### src/rtl/tile_pkg.sv
// Shared types and constants for the tile pixel store and its loader.
// 256x256 pixels = 32x32 tiles of 8x8, 4 bpp, 16-bit words of 4 pixels.
package tile_pkg;

  localparam int TILE_GRID_BITS = 5;
  localparam int TILE_ROW_BITS  = 3;
  localparam int TILE_WORD_W    = 16;
  localparam int TILE_IDX_W     = 2 * TILE_GRID_BITS;
  localparam int TILE_WCNT_W    = TILE_ROW_BITS + 1;
  localparam int TILE_CNT_W     = TILE_IDX_W + 1;

  // Word address in the same layout as the draw-side read port.
  typedef struct packed {
    logic [TILE_GRID_BITS-1:0] y;
    logic [TILE_ROW_BITS-1:0]  row;
    logic [TILE_GRID_BITS-1:0] x;
    logic                      col;
  } tile_addr_t;

  // Tile index {tile_y, tile_x}.
  typedef logic [TILE_IDX_W-1:0] tile_idx_t;

  typedef enum logic [1:0] {
    ST_IDLE = 2'd0,
    ST_LOAD = 2'd1,
    ST_DONE = 2'd2
  } tile_loader_state_e;

endpackage

### src/rtl/tile_loader_if.sv
// Pixel word stream in, tile memory write port out.
// slave: the loader; master: the host side that feeds words and watches writes.
interface tile_loader_if;
  import tile_pkg::*;

  logic [TILE_WORD_W-1:0] in_data;
  logic                   in_valid;
  logic                   in_ready;
  logic                   wr_en;
  tile_addr_t             wr_addr;
  logic [TILE_WORD_W-1:0] wr_data;

  modport slave  (input in_data, in_valid, output in_ready, wr_en, wr_addr, wr_data);
  modport master (output in_data, in_valid, input in_ready, wr_en, wr_addr, wr_data);

endinterface

### src/rtl/tile_loader_cursor.sv
// Write cursor: tile index plus 4-bit word counter {row, col}.
// Word order within a tile is r0c0, r0c1, r1c0 ... r7c1; after the last
// word the tile index steps x first, carrying into y, wrapping 1023 -> 0.
module tile_cursor
  import tile_pkg::*;
(
  input  logic       clk_draw,
  input  logic       rst_draw_n,
  input  logic       load,
  input  tile_idx_t  load_idx,
  input  logic       advance,
  output tile_addr_t addr,
  output logic       last_word_of_tile
);

  tile_idx_t              idx_q;
  logic [TILE_WCNT_W-1:0] word_q;

  // Cursor register: load restarts at word 0 of load_idx, advance steps one word.
  always_ff @(posedge clk_draw or negedge rst_draw_n) begin
    if (!rst_draw_n) begin
      idx_q  <= '0;
      word_q <= '0;
    end else if (load) begin
      idx_q  <= load_idx;
      word_q <= '0;
    end else if (advance) begin
      word_q <= word_q + 1'b1;
      if (last_word_of_tile) idx_q <= idx_q + 1'b1;
    end
  end

  assign last_word_of_tile = &word_q;

  assign addr = '{
    y:   idx_q[TILE_IDX_W-1:TILE_GRID_BITS],
    row: word_q[TILE_WCNT_W-1:1],
    x:   idx_q[TILE_GRID_BITS-1:0],
    col: word_q[0]
  };

endmodule

### src/rtl/tile_loader.sv
// tile_loader: write-side sequencer for the tile pixel store. Takes a run of
// tiles as a valid/ready word stream and issues one registered write per word.
// Optional: TILE_LOADER_CHECKSUM_EN adds a running 16-bit sum of accepted words.
module tile_loader
  import tile_pkg::*;
(
  input  logic                  clk_draw,
  input  logic                  rst_draw_n,
  input  logic                  start,
  input  tile_idx_t             start_tile,
  input  logic [TILE_CNT_W-1:0] tile_count,
  input  logic                  abort,
  tile_loader_if.slave          bus,
  output logic                  busy,
  output logic                  done
`ifdef TILE_LOADER_CHECKSUM_EN
  ,
  output logic [TILE_WORD_W-1:0] checksum
`endif
);

  tile_loader_state_e    state_q, state_d;
  logic [TILE_CNT_W-1:0] rem_q;
  logic                  in_ready;
  logic                  hs;
  logic                  start_acc;
  logic                  cur_load;
  logic                  last_word;
  tile_addr_t            cur_addr;

  logic                   wr_en_q;
  tile_addr_t             wr_addr_q;
  logic [TILE_WORD_W-1:0] wr_data_q;

  tile_cursor u_cursor (
    .clk_draw          (clk_draw),
    .rst_draw_n        (rst_draw_n),
    .load              (cur_load),
    .load_idx          (start_tile),
    .advance           (hs),
    .addr              (cur_addr),
    .last_word_of_tile (last_word)
  );

  assign start_acc = (state_q == ST_IDLE) && start;
  assign hs        = bus.in_valid && in_ready;

  // State register.
  always_ff @(posedge clk_draw or negedge rst_draw_n) begin
    if (!rst_draw_n) state_q <= ST_IDLE;
    else             state_q <= state_d;
  end

  // Next state and stream ready; abort masks ready so it beats a same-cycle handshake.
  always_comb begin
    state_d  = state_q;
    cur_load = 1'b0;
    in_ready = 1'b0;
    case (state_q)
      ST_IDLE: begin
        if (start) begin
          if (tile_count != '0) begin
            state_d  = ST_LOAD;
            cur_load = 1'b1;
          end else begin
            state_d = ST_DONE;
          end
        end
      end
      ST_LOAD: begin
        in_ready = !abort;
        if (abort)
          state_d = ST_IDLE;
        else if (bus.in_valid && last_word && rem_q == TILE_CNT_W'(1))
          state_d = ST_DONE;
      end
      ST_DONE: state_d = ST_IDLE;
      default: state_d = ST_IDLE;
    endcase
  end

  // Tiles still to load, counting the one in progress.
  always_ff @(posedge clk_draw or negedge rst_draw_n) begin
    if (!rst_draw_n)            rem_q <= '0;
    else if (cur_load)          rem_q <= tile_count;
    else if (hs && last_word)   rem_q <= rem_q - 1'b1;
  end

  // Registered write port: one-cycle strobe per accepted word.
  always_ff @(posedge clk_draw or negedge rst_draw_n) begin
    if (!rst_draw_n) begin
      wr_en_q   <= 1'b0;
      wr_addr_q <= '0;
      wr_data_q <= '0;
    end else begin
      wr_en_q <= hs;
      if (hs) begin
        wr_addr_q <= cur_addr;
        wr_data_q <= bus.in_data;
      end
    end
  end

`ifdef TILE_LOADER_CHECKSUM_EN
  logic [TILE_WORD_W-1:0] sum_q;

  // Running sum of accepted words; lines up with the matching wr_en.
  always_ff @(posedge clk_draw or negedge rst_draw_n) begin
    if (!rst_draw_n)    sum_q <= '0;
    else if (start_acc) sum_q <= '0;
    else if (hs)        sum_q <= sum_q + bus.in_data;
  end

  assign checksum = sum_q;
`endif

  assign bus.in_ready = in_ready;
  assign bus.wr_en    = wr_en_q;
  assign bus.wr_addr  = wr_addr_q;
  assign bus.wr_data  = wr_data_q;
  assign busy         = (state_q != ST_IDLE);
  assign done         = (state_q == ST_DONE);

endmodule

### src/flat_wrapper.sv
// flat-port wrapper written by rule: the top's interface ports become plain ports
module tile_loader_flat import tile_pkg::*;
  (clk_draw, rst_draw_n, start, start_tile, tile_count, abort, busy, done, bus_in_data, bus_in_valid, bus_in_ready, bus_wr_en, bus_wr_addr, bus_wr_data);
  tile_loader_if bus_i ();
  input  logic clk_draw;
  input  logic rst_draw_n;
  input  logic start;
  input  tile_idx_t start_tile;
  input  logic [TILE_CNT_W-1:0] tile_count;
  input  logic abort;
  output logic busy;
  output logic done;
  input wire logic [$bits(bus_i.in_data)-1:0] bus_in_data;
  input wire logic [$bits(bus_i.in_valid)-1:0] bus_in_valid;
  output wire logic [$bits(bus_i.in_ready)-1:0] bus_in_ready;
  output wire logic [$bits(bus_i.wr_en)-1:0] bus_wr_en;
  output wire logic [$bits(bus_i.wr_addr)-1:0] bus_wr_addr;
  output wire logic [$bits(bus_i.wr_data)-1:0] bus_wr_data;
  assign bus_i.in_data = bus_in_data;
  assign bus_i.in_valid = bus_in_valid;
  assign bus_in_ready = bus_i.in_ready;
  assign bus_wr_en = bus_i.wr_en;
  assign bus_wr_addr = bus_i.wr_addr;
  assign bus_wr_data = bus_i.wr_data;
  tile_loader u_core (.clk_draw(clk_draw), .rst_draw_n(rst_draw_n), .start(start), .start_tile(start_tile), .tile_count(tile_count), .abort(abort), .bus(bus_i), .busy(busy), .done(done));
endmodule
### config.mk
export PLATFORM = sky130hd
export DESIGN_NAME = tile_loader_flat
export DESIGN_NICKNAME = d
export VERILOG_FILES = /design/src/rtl/tile_pkg.sv /design/src/rtl/tile_loader_if.sv /design/src/rtl/tile_loader_cursor.sv /design/src/rtl/tile_loader.sv /design/src/flat_wrapper.sv
export SDC_FILE = /design/constraint.sdc
export NUM_CORES = 1
export LEC_CHECK = 0
export BUFFER_PORTS_ARGS = -buffer_cell sky130_fd_sc_hd__buf_2
export CAP_MARGIN = 10
export CELL_PAD_IN_SITES_DETAIL_PLACEMENT = 1
export CELL_PAD_IN_SITES_GLOBAL_PLACEMENT = 1
export CORE_MARGIN = 5
export CORE_UTILIZATION = 42
export DETAILED_ROUTE_END_ITERATION = 7
export GPL_TIMING_DRIVEN = 0
export PLACE_DENSITY_LB_ADDON = 0.1
export SLEW_MARGIN = 20
export SYNTH_ARGS = -nofsm -noshare
export SYNTH_HDL_FRONTEND = slang
export SYNTH_SLANG_ARGS = --single-unit
### constraint.sdc
create_clock -name clk_draw -period 6.1 [get_ports clk_draw]
set_clock_uncertainty 0.2 [all_clocks]
set_input_delay 0 -clock clk_draw [delete_from_list [all_inputs] [get_ports clk_draw]]
set_output_delay 0 -clock clk_draw [all_outputs]
set_load 0.02 [all_outputs]
# Word-level counts from Yosys, hierarchy flattened

Cells that the tools add are included.

Register bits: 58
Input port bits: 42
Output and inout bits: 34
Logic and storage cells: 48

Muxes and demuxes: 16
Add/subtract/negate cells: 3
Reductions and logical operators: 14
Equality and inequality tests: 5

Operators with widths:

| cell                  | count |
|---|---|
| $mux 10               | 3 |
| $mux 11               | 2 |
| $eq 11x1->1 const B   | 1 |
| $reduce_bool 11->1    | 1 |
| $sub 11x1->11 const B | 1 |
| $add 10x1->10 const B | 1 |
| $mux 2                | 4 |
| $mux 4                | 2 |
| $reduce_bool 2->1     | 4 |
| $add 4x1->4 const B   | 1 |
| $logic_and 1x1->1     | 4 |
| $mux 1                | 4 |
| $pmux 2 s2            | 1 |
| $reduce_and 2->1      | 2 |
| $reduce_and 4->1      | 1 |
| $ne 3x2->1 const B    | 1 |
| $eq 2x1->1 const B    | 1 |
| $eq 2x2->1 const B    | 1 |
| $logic_not 2->1       | 1 |
| $ne 2x2->1 const B    | 1 |
| $logic_not 1->1       | 1 |

# Depth between registers and ports, before layout

Word-level depth: 6
Depth in mapped cells: 6
Gate-level depth less buffers: 6

# By module

From an unflattened synthesis, not the netlist that was laid out.

Cell total of the unflattened synthesis: 236
Area, all modules: 2775.2 µm²

By module, submodules not included:

| module      | times used | sequential area each (µm²) | area each (µm²) | cells each |
|---|---|---|---|---|
| tile_loader | 1          | 1101.1                     | 2010.7          | 159 |
| tile_cursor | 1          | 350.3                      | 764.5           | 77 |

# Worst setup path after synthesis

No wires, ideal clock.

Path type: reg-to-reg
Start: register u_core.rem_q[3]
End: register u_core.rem_q[5]
Library setup time: 0.067 ns
Arrival time: 1.684 ns
Period minus slack after synthesis: 1.951 ns
Data required time: 5.833 ns
Path buffers: 0
Stages on the path, launching flop included: 5
Slack: 4.149 ns
Cells stage by stage: dfrtp_1 > or4_1 > or4_1 > o21ai_0 > a221o_1

Longest elaborated chain between the ends: 3

Ends and longest elaborated chain:

| what                   | line              | text |
|---|---|---|
| start, declared        | tile_loader.sv:23 | `logic [TILE_CNT_W-1:0] rem_q;` |
| start signal, assigned | tile_loader.sv:85 | `else if (cur_load) rem_q <= tile_count;` |
| start signal, assigned | tile_loader.sv:86 | `else if (hs && last_word) rem_q <= rem_q - 1'b1;` |
| $sub 11x1->11          | tile_loader.sv:86 |  |
| $mux 11                | tile_loader.sv:86 |  |
| $mux 11                | tile_loader.sv:85 |  |

Every way passes these cells. The select of a mux whose other input is x is not followed.
A chain may end at the register's enable or synchronous reset.

# Worst setup path after layout

Start: register u_core.rem_q[5]
End: register u_core.state_q[0]

Longest elaborated chain between the ends: 4

Ends and longest elaborated chain:

| what                              | line              | text |
|---|---|---|
| $eq 11x1->1                       | tile_loader.sv:74 | `else if (bus.in_valid && last_word && rem_q == TILE_CNT_W'(1))` |
| $logic_and 1x1->1                 | tile_loader.sv:74 |  |
| $ne 3x2->1 (no source line)       | --                |  |
| $reduce_and 2->1 (no source line) | --                |  |
| end signal, assigned              | tile_loader.sv:51 | `else state_q <= state_d;` |
| end, declared                     | tile_loader.sv:22 | `tile_loader_state_e state_q, state_d;` |

Every way passes these cells.

==> summary.txt <==
status: complete, no violations
Max-cap violations: 0
RePlAce Congestion: 0.805
GR Util met3: 4.42%
Yosys top cell by area: dfrtp_1
final net count: 470
GRT overflow: 0
Area Growth Syn to Fin: 42.5%
met1 GRT Util: 27.7%
#FFs+latches synth: 58
CTS Sinks: 58
Reg2Reg Depth: 6
Final Cycle Share: 50.6%
via count: 2,703
number of CTS-inserted buffers: 9
post-CTS setup buffer count: 0
mapped cell area: 2730 um2
Max clock buf depth: 2
cell row count: 29
fmax: 324 MHz
critical path peak fanout: 6
Min Hold Slack: 68.1 ps
sequential cell area fraction in the yosys report: 53.1%
Post-CTS Resized: 0
Starting Density: 43.0%
Hold Buf Count CTS: 45
Fin. Hold Viols: 0
vias in the first global route: 2,818
Detailed Routing Iterations Pass 1: 4
HPWL after DPL: 5.43 mm
Worst setup EP type: flop
Yosys top cell area share: 53.1%
Synth Warn #: 0
Util after Layout: 61.3%
pins over their slew limit: 0
CTS tree: done
H-tree levels: 3
Final min period: 3090 ps
antenna cells: 0
GRT met2 Usage: 35.6%
CP Launch Type: flop
CTS root buf: clkbuf_8
Die ar.: 8220 um2
Clk Latency, worst-skew pair: 340 ps
die height: 90.7 um
worst path arrival time: 3110 ps
Syn Nets: 339
I/O Pins: 76
measured slew at the worst slew-check pin: 761 ps
drt drc: 0
Clock Pin Slew Worst Setup and Hold Paths: 70 ps
kind of critical path: reg2reg
Leakage: 1.91 nW
synth top area cells: dfrtp_1 (53%), nand2_1 (14%), o21ai_0 (2.7%)
drt first-iter violations: 139
Max rail drop VDD: 0.258 mV
HP Class: in2async
global-route wire length before repair: 14.2 mm
Syn Inst Count: 293
power per cell area: 445 nW/um2
Most Crowded Layer GR: met2
DR vias/cell: 5.34
setup violators final: 0
Slew HR: 49.3%
wirelength, routed: 8.51 mm
ANT nets after route: 0
setup_tns: 0 ps
largest net degree at the start of global routing: 59
Syn Area/Cell: 9.33 um2
gr usage total: 21.5%
initial antenna violation count: 0
fraction of layout cells with a size suffix above 1: 24.7%
core area: 6350 um2
RSZ-0062 raised after global routing: false
die extent in x: 90.7 um
Distinct cells, synth: 45
Data required, critical path: 6130 ps
wire per inst: 16.8 um
IO buf count: 75
critical path, cell delays in order, from the launching register on:
cell and delay [ps]:
dfrtp_1 440, or4_4 530, or4_1 450, o21ai_1 190, dlygate4sd3_1 570, nand2_1 50
dlygate4sd3_1 560
cell families after synthesis:
kind of cell	Yosys count	share of synthesized area, %
compound gates	43	12.1
xor+xnor	11	3.53
buf+inv	21	3.34
simple gates	156	26.1
flops	58	53.1
fa+ha+maj	4	1.83
state kept, by name (all words and copies together) (netlist names):
register                flops
u_core.bus.wr_data         16
u_core.u_cursor.idx_q      10
u_core.state_q              2
u_core.rem_q               11
u_core.bus.wr_addr         14
u_core.u_cursor.word_q      4
u_core.bus.wr_en            1
power by group:
group	switching (W)	total (W)	leakage, nW	internal [W]
Clock	0.000160	0.000423	0.119	0.000263
Combinational	0.000377	0.000628	1.06	0.000251
Sequential	0.000136	0.000682	0.730	0.000546
stage by stage:
step | instances | area (um2) | total power [W] | worst slack (ps)
6_report | 506 | 3890 | 0.00173 | 3010
3_3_place_gp | 445 | 3200 | 0.00125 | 3820
3_5_place_dp | 445 | 3210 | 0.00128 | 3810
4_1_cts | 506 | 3890 | 0.00174 | 3010
2_1_floorplan | 293 | 2730 | 0.00105 | 4150
5_1_grt | 506 | 3890 | 0.00186 | 2870
routing by layer:
metal | wire, um | share of wire (%)
met3 | 518 | 6.1
met2 | 4130 | 49
met1 | 3720 | 44
met5 | 0 | 0
met4 | 137 | 1.6
synth_stat cells:
cell       number
o41a_1          1
buf_2           4
nor3b_2         1
nor4_1          7
dfrtp_1        58
ha_1            4
a22oi_1         2
a31oi_1         2
or4_4           3
o21ai_1         1
nand4_1         6
buf_6           1
xor2_1          5
a21o_1          1
inv_1           8
o41ai_1         2
or2_2           1
a221o_1         4
nand2b_1        2
nand2_1       103
nand3_1         9
o211ai_1        1
and3_1          2
o31a_1          1
o221ai_1        2
or3_1           1
nor3_1          3
o311ai_0        1
a311oi_2        1
clkbuf_1        7
nor2b_1         1
nor2_1         10
o31ai_4         1
a21oi_1         2
a211o_1         1
buf_1           1
xnor2_1         6
o221a_2         2
or3b_2          1
a2bb2oi_1       2
nor3b_1         2
o21ai_0        15
or4_1           3
o2111ai_1       1
nand4bb_1       1
final timing paths:
check	startpoint	endpoint	slack (ps)
max	u_core.rem_q[5]	u_core.state_q[0]	3010
min	rst_draw_n	u_core.state_q[1]	70
max reg2reg	u_core.rem_q[5]	u_core.state_q[0]	3010
min reg2reg	u_core.bus.wr_addr[13]	u_core.bus.wr_addr[13]	270
max in group asynchronous	rst_draw_n	u_core.u_cursor.word_q[2]	5110
min in group clk_draw	abort	bus_in_ready	120
layout by cell type (no fill, tap or decap), types with 8 or more instances in the layout:
cell type / count
nand2_1: 103
buf_2: 78
dfrtp_1: 58
dlygate4sd3_1: 45
o21ai_0: 15
clkbuf_8: 12
nor2_1: 10
nand3_1: 9
inv_1: 8
area by class of cell:
| class | count | area (um2) |
|---|---|---|
| fill | 769 | 2450 |
| sequential | 58 | 1450 |
| timing repair buffer | 120 | 828 |
| inverter | 8 | 30.0 |
| multi-input combinational | 214 | 1190 |
| buffer | 13 | 61.3 |
| clock buffer | 12 | 165 |
| tap | 77 | 96.3 |
| clock inverter | 4 | 72.6 |
Power figures use the tool's default switching activity.
